File: src/rtl/snd_dma_pkg.sv
// Shared types and register-select codes for the DMA-sound address sequencer.
package snd_dma_pkg;

    typedef enum logic [1:0] {
        StIdle,
        StLoad,
        StFetch,
        StWait
    } state_e;

    localparam logic [1:0] SEL_CTRL  = 2'd0;
    localparam logic [1:0] SEL_START = 2'd1;
    localparam logic [1:0] SEL_END   = 2'd2;

endpackage

File: src/rtl/snd_fifo.sv
// Synchronous word FIFO; free_o accounts for slots already promised to in-flight fetches.
module snd_fifo #(
    parameter int unsigned Depth = 4,
    localparam int unsigned PW = $clog2(Depth),
    localparam int unsigned CW = PW + 1
) (
    input  logic          clk_i,
    input  logic          rst_i,
    input  logic          flush_i,
    input  logic          push_i,
    input  logic [15:0]   data_i,
    input  logic          pop_i,
    input  logic [CW-1:0] rsv_i,
    output logic [15:0]   data_o,
    output logic          valid_o,
    output logic [CW-1:0] count_o,
    output logic          free_o
);

    logic [15:0]   mem_q [Depth];
    logic [PW-1:0] wr_ptr_q, rd_ptr_q;
    logic [CW-1:0] count_q;
    logic [15:0]   hold_q;
    logic          push_ok, pop_ok;
    logic [CW:0]   used;

    assign pop_ok  = pop_i && (count_q != '0);
    assign push_ok = push_i && ((count_q < CW'(Depth)) || pop_ok);
    assign used    = {1'b0, count_q} + {1'b0, rsv_i};

    always_ff @(posedge clk_i) begin
        if (rst_i || flush_i) begin
            wr_ptr_q <= '0;
            rd_ptr_q <= '0;
            count_q  <= '0;
        end else begin
            if (push_ok) wr_ptr_q <= wr_ptr_q + 1'b1;
            if (pop_ok)  rd_ptr_q <= rd_ptr_q + 1'b1;
            case ({push_ok, pop_ok})
                2'b10:   count_q <= count_q + 1'b1;
                2'b01:   count_q <= count_q - 1'b1;
                default: count_q <= count_q;
            endcase
        end
    end

    always_ff @(posedge clk_i) begin
        if (push_ok && !rst_i && !flush_i) mem_q[wr_ptr_q] <= data_i;
    end

    // Head word is kept after the last pop so the consumer sees a stable value when empty.
    always_ff @(posedge clk_i) begin
        if (rst_i) begin
            hold_q <= '0;
        end else if (pop_ok) begin
            hold_q <= mem_q[rd_ptr_q];
        end
    end

    assign valid_o = (count_q != '0);
    assign data_o  = valid_o ? mem_q[rd_ptr_q] : hold_q;
    assign count_o = count_q;
    assign free_o  = (used < (CW + 1)'(Depth));

endmodule

File: src/rtl/snd_dma_seq.sv
// STE DMA-sound address sequencer: frame registers with shadows, word fetcher, sample FIFO.
module snd_dma_seq
    import snd_dma_pkg::*;
#(
    parameter int unsigned AW    = 23,
    parameter int unsigned DEPTH = 4
) (
    input  logic          clk32,
    input  logic          rst,
    input  logic          reg_we,
    input  logic [1:0]    reg_sel,
    input  logic [AW-1:0] reg_din,
    output logic          req,
    output logic [AW-1:0] addr,
    input  logic          ack,
    input  logic [15:0]   din,
    input  logic          smp_rd,
    output logic [15:0]   smp_dout,
    output logic          smp_valid,
    output logic [AW-1:0] cnt_out,
    output logic          play,
    output logic          frame_end
);

    localparam int unsigned CW = $clog2(DEPTH) + 1;

    state_e        state_q, state_d;
    logic [AW-1:0] cnt_q, cnt_d, start_q, start_d, end_q, end_d;
    logic [AW-1:0] start_sh_q, start_sh_d, end_sh_q, end_sh_d;
    logic [AW-1:0] addr_q, addr_d, cnt_inc;
    logic          play_q, play_d, loop_q, loop_d, req_q, req_d, fe_q, fe_d;
    logic          push, flush, fifo_free;
    logic [CW-1:0] fifo_count;

    assign cnt_inc = cnt_q + 1'b1;

    always_comb begin
        state_d    = state_q;
        cnt_d      = cnt_q;
        start_d    = start_q;
        end_d      = end_q;
        start_sh_d = start_sh_q;
        end_sh_d   = end_sh_q;
        addr_d     = addr_q;
        play_d     = play_q;
        loop_d     = loop_q;
        req_d      = req_q;
        fe_d       = 1'b0;
        push       = 1'b0;

        case (state_q)
            StIdle: begin
                if (play_q) state_d = StLoad;
            end
            StLoad: begin
                start_sh_d = start_q;
                end_sh_d   = end_q;
                cnt_d      = start_q;
                if (end_q <= start_q) begin
                    fe_d    = 1'b1;
                    play_d  = 1'b0;
                    state_d = StIdle;
                end else begin
                    state_d = StFetch;
                end
            end
            StFetch: begin
                if (!play_q) begin
                    state_d = StIdle;
                end else if (fifo_free) begin
                    req_d   = 1'b1;
                    addr_d  = cnt_q;
                    state_d = StWait;
                end
            end
            StWait: begin
                // A cleared play bit never aborts the bus cycle; it only decides where we go after.
                if (ack) begin
                    push  = 1'b1;
                    cnt_d = cnt_inc;
                    req_d = 1'b0;
                    if (cnt_inc == end_sh_q) begin
                        fe_d = 1'b1;
                        if (loop_q && play_q) begin
                            state_d = StLoad;
                        end else begin
                            play_d  = 1'b0;
                            state_d = StIdle;
                        end
                    end else begin
                        state_d = play_q ? StFetch : StIdle;
                    end
                end
            end
            default: state_d = StIdle;
        endcase

        // Firmware writes land after the FSM so a same-cycle ctrl write wins.
        if (reg_we) begin
            case (reg_sel)
                SEL_CTRL: begin
                    play_d = reg_din[0];
                    loop_d = reg_din[1];
                end
                SEL_START: start_d = reg_din;
                SEL_END:   end_d   = reg_din;
                default: ;
            endcase
        end
    end

    assign flush = (state_d == StIdle) && (state_q != StIdle);

    always_ff @(posedge clk32) begin
        if (rst) begin
            state_q    <= StIdle;
            cnt_q      <= '0;
            start_q    <= '0;
            end_q      <= '0;
            start_sh_q <= '0;
            end_sh_q   <= '0;
            addr_q     <= '0;
            play_q     <= 1'b0;
            loop_q     <= 1'b0;
            req_q      <= 1'b0;
            fe_q       <= 1'b0;
        end else begin
            state_q    <= state_d;
            cnt_q      <= cnt_d;
            start_q    <= start_d;
            end_q      <= end_d;
            start_sh_q <= start_sh_d;
            end_sh_q   <= end_sh_d;
            addr_q     <= addr_d;
            play_q     <= play_d;
            loop_q     <= loop_d;
            req_q      <= req_d;
            fe_q       <= fe_d;
        end
    end

    snd_fifo #(
        .Depth(DEPTH)
    ) u_fifo (
        .clk_i   (clk32),
        .rst_i   (rst),
        .flush_i (flush),
        .push_i  (push),
        .data_i  (din),
        .pop_i   (smp_rd),
        .rsv_i   ({{(CW - 1){1'b0}}, req_q}),
        .data_o  (smp_dout),
        .valid_o (smp_valid),
        .count_o (fifo_count),
        .free_o  (fifo_free)
    );

    assign req       = req_q;
    assign addr      = addr_q;
    assign cnt_out   = cnt_q;
    assign play      = play_q;
    assign frame_end = fe_q;

endmodule

File: config.mk
export PLATFORM = sky130hd
export DESIGN_NAME = snd_dma_seq
export DESIGN_NICKNAME = d
export VERILOG_FILES = /design/src/rtl/snd_dma_pkg.sv /design/src/rtl/snd_fifo.sv /design/src/rtl/snd_dma_seq.sv
export SDC_FILE = /design/constraint.sdc
export NUM_CORES = 1
export LEC_CHECK = 0
export ABC_CLOCK_PERIOD_IN_PS = 6010
export CAP_MARGIN = 5
export CORE_UTILIZATION = 45
export CTS_CLUSTER_DIAMETER = 200
export DETAILED_ROUTE_END_ITERATION = 16
export PLACE_DENSITY = 0.68
export REMOVE_ABC_BUFFERS = 1
export SYNTH_ARGS = -nofsm -noshare
export SYNTH_HDL_FRONTEND = slang
export SYNTH_SLANG_ARGS = --single-unit
File: constraint.sdc
create_clock -name clk32 -period 6.01 [get_ports clk32]
set_clock_uncertainty 0.1 [all_clocks]
set_input_delay 1.202 -clock clk32 [delete_from_list [all_inputs] [get_ports clk32]]
set_output_delay 1.202 -clock clk32 [all_outputs]
set_load 0.02 [all_outputs]
Word level (Yosys, flattened, before mapping)
Memories as Yosys holds them, arrays and structs flattened. A register that Yosys moved wholly into a read port is not among the register bits.
Cells that the tools add are included.
{"block": "totals", "reg_bits": 144, "ramBits": 64, "input_bits": 46, "mem_count": 1}
{"block": "classes", "addsub": 6, "n_lt_le_gt_ge": 3, "n_eq_ne": 11, "n_mux": 34, "n_reduce_logical": 24}
{"name": "u_fifo.mem_q", "words": 4, "word_bits": 16, "rd": 1, "rd_ports_with_merged_regs": 1, "wr": 1, "line": "snd_fifo.sv:20", "text": "logic [15:0] mem_q [Depth];"}
{"op": "23-bit case mux with 2 select lines", "count": 1}
{"op": "23-bit by 1-bit adder with 23-bit output, second input constant", "count": 1}
{"op": "23-bit equality test", "count": 1}
{"op": "23-bit <= comparator", "count": 1}
{"op": "23-bit two-way mux", "count": 1}
{"op": "2-bit two-way mux", "count": 9}
{"op": "1-bit two-way mux", "count": 17}
{"op": "16-bit two-way mux", "count": 1}
{"op": "2-bit equality test, second input constant", "count": 4}
{"op": "2-bit case mux with 4 select lines", "count": 1}
{"op": "2-bit AND reduction", "count": 4}
{"op": "2-bit nonzero test", "count": 4}
{"op": "2-bit by 1-bit equality test with 1-bit output, second input constant", "count": 3}
{"op": "1-bit logical AND", "count": 6}
{"op": "2-bit zero test", "count": 3}
{"op": "2-bit inequality test, second input constant", "count": 3}
{"op": "1-bit case mux with 2 select lines", "count": 3}
{"op": "3-bit case mux with 2 select lines", "count": 1}
{"op": "2-bit by 1-bit adder with 2-bit output, second input constant", "count": 2}
{"op": "3-bit by 1-bit adder with 4-bit output", "count": 1}
{"op": "4-bit by 3-bit less-than comparator with 1-bit output, second input constant", "count": 1}
{"op": "4-bit AND reduction", "count": 1}
{"op": "3-bit by 1-bit adder with 3-bit output, second input constant", "count": 1}
{"op": "3-bit less-than comparator, second input constant", "count": 1}
{"op": "other kinds (5)", "count": 7}

Logic depth before layout (Yosys ltp)
Gate-level depths: netlist of run 1.
{"block": "logic_depth", "ltp_word": 11, "depth_mapped": 12, "mapped_depth_nobuf": 10}

Cells and area by module
Synthesis of run 1 repeated with hierarchy kept, for this count alone.
{"block": "unflattened", "hier_cells": 1015, "area_unflattened_um2": 9893.2}
{"mod": "snd_dma_seq", "instances": 1, "cells_per_inst": 818, "area_per_inst_um2": 6347.3}
{"mod": "snd_fifo", "instances": 1, "cells_per_inst": 197, "area_per_inst_um2": 3545.9}

Least setup slack after synthesis of run 1
OpenSTA, ideal clock, no wires.
{"block": "synth_timing", "kind": "register to register", "startpoint": "reg cnt_q[1] (netlist: cnt_out[1])", "endpoint": "mem u_fifo.mem_q[0][0] (enable)", "setup_ps": 323, "arrival_time_ps": 3440, "required_ps": 5587, "setup_slack_ps": 2147, "path_stages_with_launch": 11, "synth_period_minus_slack_ps": 3863, "path_cell_list": "dfxtp_1 ha_1 nand3_4 or4_1 buf_2 a32oi_1 o2111ai_1 or4_1 or3_1 nor3_1 nor2_1"}
{"block": "synth_via", "elab_chain_len": 11}
{"item": "start, declared", "line": "snd_dma_seq.sv:28", "text": "logic [AW-1:0] cnt_q, cnt_d, start_q, start_d, end_q, end_d;"}
{"item": "start signal, assigned", "line": "snd_dma_seq.sv:129", "text": "cnt_q <= cnt_d;"}
{"item": "23-bit by 1-bit adder with 23-bit output", "line": "snd_dma_seq.sv:35", "text": "assign cnt_inc = cnt_q + 1'b1;"}
{"item": "23-bit equality test", "line": "snd_dma_seq.sv:82", "text": "if (cnt_inc == end_sh_q) begin"}
{"item": "2-bit two-way mux", "line": "snd_dma_seq.sv:82"}
{"item": "2-bit two-way mux", "line": "snd_dma_seq.sv:78", "text": "if (ack) begin"}
{"item": "2-bit case mux with 4 select lines", "line": "snd_dma_seq.sv:51", "text": "case (state_q)"}
{"item": "2-bit zero test", "line": "snd_dma_seq.sv:112", "text": "assign flush = (state_d == StIdle) && (state_q != StIdle);"}
{"item": "1-bit logical AND", "line": "snd_dma_seq.sv:112"}
{"item": "1-bit zero test", "line": "snd_fifo.sv:48", "text": "if (push_ok && !rst_i && !flush_i) mem_q[wr_ptr_q] <= data_i;"}
{"item": "1-bit logical AND", "line": "snd_fifo.sv:48"}
{"item": "1-bit two-way mux", "line": "snd_fifo.sv:48"}
{"item": "1-bit two-way mux (not written as such)", "line": "snd_fifo.sv:48"}
{"item": "end, declared", "line": "snd_fifo.sv:20"}
Every way passes these cells.

==> results of run 1 <==
## metal layers
metal  track usage  part of all wire
met5             0                 0
met1         0.304              0.45
met2         0.382              0.48
met4        0.0626             0.021
met3        0.0258             0.054
## path summary, 6_finish.rpt
kind	from	end	slack, ns	cells past startpoint
setup / recovery	flip-flop	smp_dout[2]	1.71	3
hold / removal	u_fifo.hold_q[0]$_SDFFE_PP0P_	u_fifo.hold_q[0]$_SDFFE_PP0P_	0.35	2
setup reg to reg	cnt_out[5]$_SDFFE_PP0P_	u_fifo.mem_q[3][9]$_DFFE_PP_	1.82	9
hold reg to reg	u_fifo.hold_q[0]$_SDFFE_PP0P_	u_fifo.hold_q[0]$_SDFFE_PP0P_	0.35	2
## state kept, by name, summed over array words and instances (netlist names), named ones only
register         count
u_fifo.hold_q       16
end_q               23
u_fifo.wr_ptr_q      2
addr                23
u_fifo.count_o       3
u_fifo.mem_q        64
end_sh_q            23
u_fifo.rd_ptr_q      2
frame_end            1
state_q              2
req                  1
loop_q               1
cnt_out             23
play                 1
start_q             23
## final cells by class
class / count / area [um^2]
fillers: 1933 / 9350
flip-flops and latches: 210 / 4840
multi-input cells: 753 / 4610
repair buffers: 122 / 1190
inverters: 42 / 158
clock buffers: 34 / 701
clock inverters: 8 / 90.1
well taps: 275 / 344
## stage by stage
| step | setup slack, ns | total power (W) | utilization |
|---|---|---|---|
| after floorplan | 2.11 | 0.00161 | - |
| after global placement | 1.95 | 0.00171 | 0.524 |
| after detailed placement | 1.85 | 0.00171 | 0.524 |
| after CTS | 1.63 | 0.00316 | 0.561 |
| after global routing | 1.48 | 0.00324 | 0.561 |
| final | 1.71 | 0.00313 | 0.561 |
## cell families (layout without fill, tap and decap cells)
logic type,count (synthesis),in the layout,share of synthesized area
xor gates and xnor gates,42,42,0.0371
AOI/OAI and AO/OA,243,243,0.147
DFF,210,210,0.489
and+or+nand+nor,402,402,0.184
adders and majority gates,31,31,0.0396
muxes,35,35,0.0576
buffers and inverters,117,206,0.0461
## cell usage in the layout, fill, tap and decap left out, types with 5 or more instances in the layout
master,count
sky130_fd_sc_hd__nand2_1,246
sky130_fd_sc_hd__nor2_1,48
sky130_fd_sc_hd__nand3_1,23
sky130_fd_sc_hd__ha_1,29
sky130_fd_sc_hd__or3_1,8
sky130_fd_sc_hd__dfxtp_1,146
sky130_fd_sc_hd__a211oi_1,23
sky130_fd_sc_hd__edfxtp_1,64
sky130_fd_sc_hd__nand4_1,13
sky130_fd_sc_hd__clkdlybuf4s50_1,110
sky130_fd_sc_hd__nor4_1,10
sky130_fd_sc_hd__inv_1,41
sky130_fd_sc_hd__xor2_1,16
sky130_fd_sc_hd__nand2b_1,5
sky130_fd_sc_hd__xnor2_1,26
sky130_fd_sc_hd__o22ai_1,20
sky130_fd_sc_hd__mux2_2,16
sky130_fd_sc_hd__clkbuf_16,25
sky130_fd_sc_hd__o21ai_0,18
sky130_fd_sc_hd__nand3b_1,5
sky130_fd_sc_hd__and3_1,7
sky130_fd_sc_hd__a21oi_1,137
sky130_fd_sc_hd__mux4_2,16
sky130_fd_sc_hd__nor3_1,7
sky130_fd_sc_hd__buf_4,12
## where the power goes
group / switching (W) / internal, W
registers: 0.0000238 / 0.00147
clock network: 0.000564 / 0.000891
logic: 0.000103 / 0.0000784
## critical path, cell delays in order (launching register included)
cell                              delay, ns
sky130_fd_sc_hd__dfxtp_1               1.01
sky130_fd_sc_hd__mux4_2                0.64
sky130_fd_sc_hd__mux2_2                0.29
sky130_fd_sc_hd__clkdlybuf4s50_1       0.54
==> metrics.log, run 1 <==
INFO  metric critical_path.startpoint_type = flip-flop
INFO  metric power.density = about 260 nW/um^2
INFO  metric worstSetupPathType = reg -> out
INFO  metric die_h = 150 um
INFO  metric drt_first_pass_iters = 5
INFO  metric netlist_area = about 9900 um^2
INFO  metric stdcell_count = 1444
INFO  metric gpl.final_weighted_congestion = roughly 0.94
INFO  metric status = complete, no violations
INFO  metric cts-buffers-inserted = 23
INFO  metric numPortBuffers = between 100 and 150
INFO  metric dp.cells = 1402
INFO  metric finalInstanceArea = 11900 um^2
INFO  metric worstMarginPinSlew = 1.06 ns
INFO  metric cts-htree-levels = 1
INFO  metric maxCapViolCount = 0
INFO  metric synth_top_cells_by_count = 246 x sky130_fd_sc_hd__nand2_1, 146 x sky130_fd_sc_hd__dfxtp_1, 137 x sky130_fd_sc_hd__a21oi_1
INFO  metric final_worst_path_cycle_share = 0.716
INFO  metric cp.arrival = around 3 ns
INFO  metric netlist_instances = 1080
INFO  metric detailedRoute.firstIterationViolations = 446
INFO  metric cell_type_with_the_highest_aggregate_area_in_the_netlist = sky130_fd_sc_hd__dfxtp_1
INFO  metric initial_core_utilization = 0.466
INFO  metric final_layout_size_suffix_gt1_frac = 0.0761
INFO  metric ys_warn_count = 0
INFO  metric worst-endpoint-required = ~4.7 ns
INFO  metric core.rowCount = 53
INFO  metric die_area = approximately 23000 um^2
INFO  metric yosysMostFrequentCell = sky130_fd_sc_hd__nand2_1
INFO  metric async_flop_share = 0
INFO  metric antennaDiodeCount = 0
INFO  metric gr-usage-all-layers = 0.226
INFO  metric dieWidth = between 150 and 200 um
INFO  metric grt.overflow.total = 0
INFO  metric worstSetupEndpointType = output pin
INFO  metric fin_setup_tns = 0 ns
INFO  metric synth_cell_type_count = 65
INFO  metric hpwlAfterDp = between 15 and 20 mm
INFO  metric layout-area-overhead-vs-synth = 20.4%
INFO  metric number_of_buffers_on_the_longest_clock_path = 3
INFO  metric hold_path_class = reg -> reg
INFO  metric hold_buffers = 0
INFO  metric vdd_ir_drop_max = 0.210 mV
INFO  metric cts_setup_buffers = 0
INFO  metric synth.area.top_cells = sky130_fd_sc_hd__dfxtp_1 29%, sky130_fd_sc_hd__edfxtp_1 19%, sky130_fd_sc_hd__nand2_1 9.3%
INFO  metric detail_route.wirelength = about 25 mm
INFO  metric grt_start_max_net_pins = 77
INFO  metric cellLeakagePower = about 4 nW
INFO  metric synth.ff_latch_count = 210
INFO  metric critPathMaxFanout = 16
INFO  metric io_pins = between 100 and 150
INFO  metric ys_dominant_reg_cell = sky130_fd_sc_hd__dfxtp_1
INFO  metric grt_antenna_before_repair = 0
INFO  metric whs = between 0.3 and 0.4 ns
INFO  metric cts_num_sinks = between 200 and 250
INFO  metric via_count = approximately 7900
INFO  metric worst_slew_margin_relative_to_its_limit = 0.293
INFO  metric final_net_count = ~1200
INFO  metric fp.coreArea = 21300 um^2
INFO  metric final_hold_viol_count = 0
INFO  metric grt_first_pass_wirelength = between 40 and 50 mm
INFO  metric final.min_clock_period = approximately 4.3 ns
INFO  metric wire_per_inst = 17.5 um
INFO  metric synth_enable_flop_cells = 64
INFO  metric synth.yosys.seq_area_share = 0.489
INFO  metric clk_latency = around 0.52 ns
INFO  metric postSynthAreaPerCell = between 9 and 10 um^2
INFO  metric synth.top_cell.area_share = 0.295
INFO  metric finalSetupViolations = 0
INFO  metric final_antenna_net_count = 0
INFO  metric first_global_vias = roughly 7600
INFO  metric post-route-drc-count = 0
INFO  metric clk_transition_reported_paths = 0.05 ns
INFO  metric finalMaxSlewViolations = 0
INFO  metric post_dp_cell_area = 11100 um^2
INFO  metric post_drt_via_cell_ratio = 5.48
INFO  metric cts-resized-gates = 0
INFO  metric cts.root.buffer_cell = sky130_fd_sc_hd__clkbuf_16
INFO  metric rsz0062_at_grt = false
INFO  metric fmax = 232 MHz
INFO  metric cts_tree = yes
(Power assumes the default switching activity.)
==> run 2, diff against run 1 <==
- ABC_CLOCK_PERIOD_IN_PS: 6010 -> 3500
- PLACE_DENSITY: 0.68 -> 0.71
- clock period: 6.01 -> 3.5 ns (I/O delays scaled with it)
==> run 2 against run 1 <==
  * Register-to-register slack worse by 1.7 ns
  * Final area up 3.5%
  * Critical path depth unchanged
  * Clock power up 65%
  * Sequential share of layout area down 1.4 points
  * Combinational power up 93%
  * Flip-flop and latch count unchanged
  * Global-route usage up 1.3 points
  * Worst setup slack worse by 1.6 ns
  * Critical endpoint is now smp_dout[15]
  * Largest power group unchanged
==> metrics.log, run 2 (synthesis results as in run 1) <==
INFO  metric via_count = 8317 (+5.1%)
INFO  metric cts_num_sinks = 210 (unchanged)
INFO  metric critical_path.startpoint_type = flip-flop
INFO  metric critPathMaxFanout = 18 (+2)
INFO  metric busiest_layer = met2
INFO  metric registers.top_by_ff_count = u_fifo.mem_q
INFO  metric grt_start_max_net_pins = 102 (+32%)
INFO  metric io_pins = 112 (unchanged)
INFO  metric power.sequential.fraction = 0.481 (+0.003)
INFO  metric post-route-drc-count = 0 (unchanged)
INFO  metric power.combinational.fraction = 0.066 (+0.008)
INFO  metric layout-area-overhead-vs-synth = 24.7%
INFO  metric cts.root.buffer_cell = sky130_fd_sc_hd__clkbuf_16
INFO  metric final_net_count = 1277 (+4.0%)
INFO  metric nFillCells = 1848 (-4.4%)
INFO  metric detailedRoute.firstIterationViolations = 627 (+41%)
INFO  metric final_layout_size_suffix_gt1_frac = 0.117 (+0.0405)
INFO  metric post_dp_cell_area = 11600 um^2 (+3.7%)
INFO  metric worstMarginPinSlew = 0.853 ns (-0.207 ns)
INFO  metric finalSetupViolations = 0 (unchanged)
INFO  metric p_total = 0.00531 W (+70%)
INFO  metric grt_util_met2 = 0.374 (-0.00806)
INFO  metric fmax = approximately 300 MHz
INFO  metric largest_register_ffs = 64 (unchanged)
INFO  metric grt_antenna_before_repair = 0 (unchanged)
INFO  metric gr-usage-all-layers = 0.239 (+0.0135)
INFO  metric antennaDiodeCount = 0 (unchanged)
INFO  metric mostFrequentLayoutCells = 246 x sky130_fd_sc_hd__nand2_1, 146 x sky130_fd_sc_hd__dfxtp_1, 136 x sky130_fd_sc_hd__a21oi_1
INFO  metric first_global_vias = 7842 (+3.5%)
INFO  metric met1_usage = 0.340 (+0.0355)
INFO  metric grt_first_pass_wirelength = 42.0 mm (+4.7%)
INFO  metric dieWidth = 150 um (unchanged)
INFO  metric core.rowCount = 53 (unchanged)
INFO  metric worstSetupEndpointType = output pin
INFO  metric finalInstanceArea = 12400 um^2 (+3.5%)
INFO  metric drt_first_pass_iters = 6 (+1)
INFO  metric cts_tree = yes
INFO  metric cts-buffers-inserted = 23 (unchanged)
INFO  metric wire_per_inst = 17.9 um (+2.8%)
INFO  metric mostFrequentLayoutCell = sky130_fd_sc_hd__nand2_1
INFO  metric die_h = 150 um (unchanged)
INFO  metric grt.overflow.total = 0 (unchanged)
INFO  metric maxCapViolCount = 0 (unchanged)
INFO  metric die_area = 22600 um^2 (unchanged)
INFO  metric power.density = 430 nW/um^2 (+64%)
INFO  metric fp.coreArea = 21300 um^2 (unchanged)
INFO  metric netSwitchingPower = 0.00119 W (+72%)
INFO  metric met3_usage = 0.0376 (+0.0118)
INFO  metric clk_transition_reported_paths = 0.06 ns (about the same)
INFO  metric worst_slew_margin_relative_to_its_limit = 0.430 (+0.137)
INFO  metric final_hold_viol_count = 0 (unchanged)
INFO  metric worstSetupPathType = reg -> out
INFO  metric finalMaxSlewViolations = 0 (unchanged)
INFO  metric hold_path_class = reg -> reg
INFO  metric worst-endpoint-required = 2.70 ns (-2.01 ns)
INFO  metric numPortBuffers = 111 (unchanged)
INFO  metric final.min_clock_period = 3.38 ns
INFO  metric detail_route.wirelength = 26.8 mm (+6.3%)
INFO  metric rsz0062_at_grt = false
INFO  metric cp.arrival = 2.58 ns (-0.42 ns)
INFO  metric status = complete, no violations
INFO  metric swShare = 0.224 (+0.00387)
INFO  metric final_antenna_net_count = 0 (unchanged)
INFO  metric internal-power = 0.00412 W (+69%)
INFO  metric initial_core_utilization = 0.466 (unchanged)
INFO  metric gpl.final_weighted_congestion = 0.947 (+1.0%)
INFO  metric clock_power_share = 0.453 (-0.011)
INFO  metric vdd_ir_drop_max = 0.289 mV (+38%)
INFO  metric cts-htree-levels = 1 (unchanged)
INFO  metric final_worst_path_cycle_share = 0.965
INFO  metric number_of_buffers_on_the_longest_clock_path = 3 (unchanged)
INFO  metric post_drt_via_cell_ratio = 5.57 (+1.7%)
INFO  metric cellLeakagePower = 4.24 nW (+6.3%)
INFO  metric hpwlAfterDp = 19.2 mm (+6.8%)
INFO  metric clk_latency = 0.52 ns (about the same)
[run 2: final timing paths]
check	start	endpoint	slack [ns]	depth (start not counted)
worst max-delay path	u_fifo.count_o[2]$_SDFFE_PP0P_	smp_dout[15]	0.12	3
worst min-delay path	addr[2]$_SDFFE_PP0P_	addr[2]$_SDFFE_PP0P_	0.35	2
worst max register to register	cnt_out[0]$_SDFFE_PP0P_	u_fifo.mem_q[3][11]$_DFFE_PP_	0.13	11
worst min register to register	addr[2]$_SDFFE_PP0P_	addr[2]$_SDFFE_PP0P_	0.35	2
[run 2: repair_timing]
action,in CTS,in global routing
buffers inserted,0,2
hold buffers,0,0
setup endpoints to repair,0,73
resized for setup,0,3
[run 2: final cells by class]
cell class	count	area, um^2	share of cell area
clock buffer	34	688	0.0557
clock inverter	8	81.3	0.00658
inverter	42	158	0.0128
multi-input combinational	753	4620	0.374
sequential	210	4840	0.392
tap	275	344	0.0278
timing repair buffer	171	1620	0.131
[run 2: worst max-delay path, cell delays in order (launching register included)]
cell                              delay, ns
sky130_fd_sc_hd__dfxtp_1               0.39
sky130_fd_sc_hd__or3_1                 0.69
sky130_fd_sc_hd__mux2_2                0.41
sky130_fd_sc_hd__clkdlybuf4s50_1       0.55
[run 2: routing by layer]
metal | wire length [um] | vias up | share of wire
met3 | 1930 | 45 | 0.072
met4 | 580 | 0 | 0.022
li1 | - | 4050 | -
met2 | 12100 | 278 | 0.45
met1 | 12200 | 3944 | 0.46
met5 | 0 | - | 0
[run 2: through the flow]
stage	hold WS [ns]	setup slack (ns)	utilization	cells	setup TNS, ns
3_5_place_dp	0.347	0.0174	0.543	1449	0
3_3_place_gp	0.339	0.0921	0.543	1449	0
5_1_grt	0.372	0.00400	0.581	1493	0
2_1_floorplan	0.328	-0.404	-	1005	-28.43
6_report	0.352	0.124	0.581	1493	0
4_1_cts	0.355	0.00471	0.579	1491	0
[run 2: power by group through the flow]
stage,clock network (W),registers (W),logic (W)
finish,0.00241,0.00256,0.000350
global route,0.00257,0.00256,0.000381
CTS,0.00245,0.00256,0.000347
detailed placement,0,0.00261,0.000344
global placement,0,0.00261,0.000340
floorplan,0,0.00262,0.000139
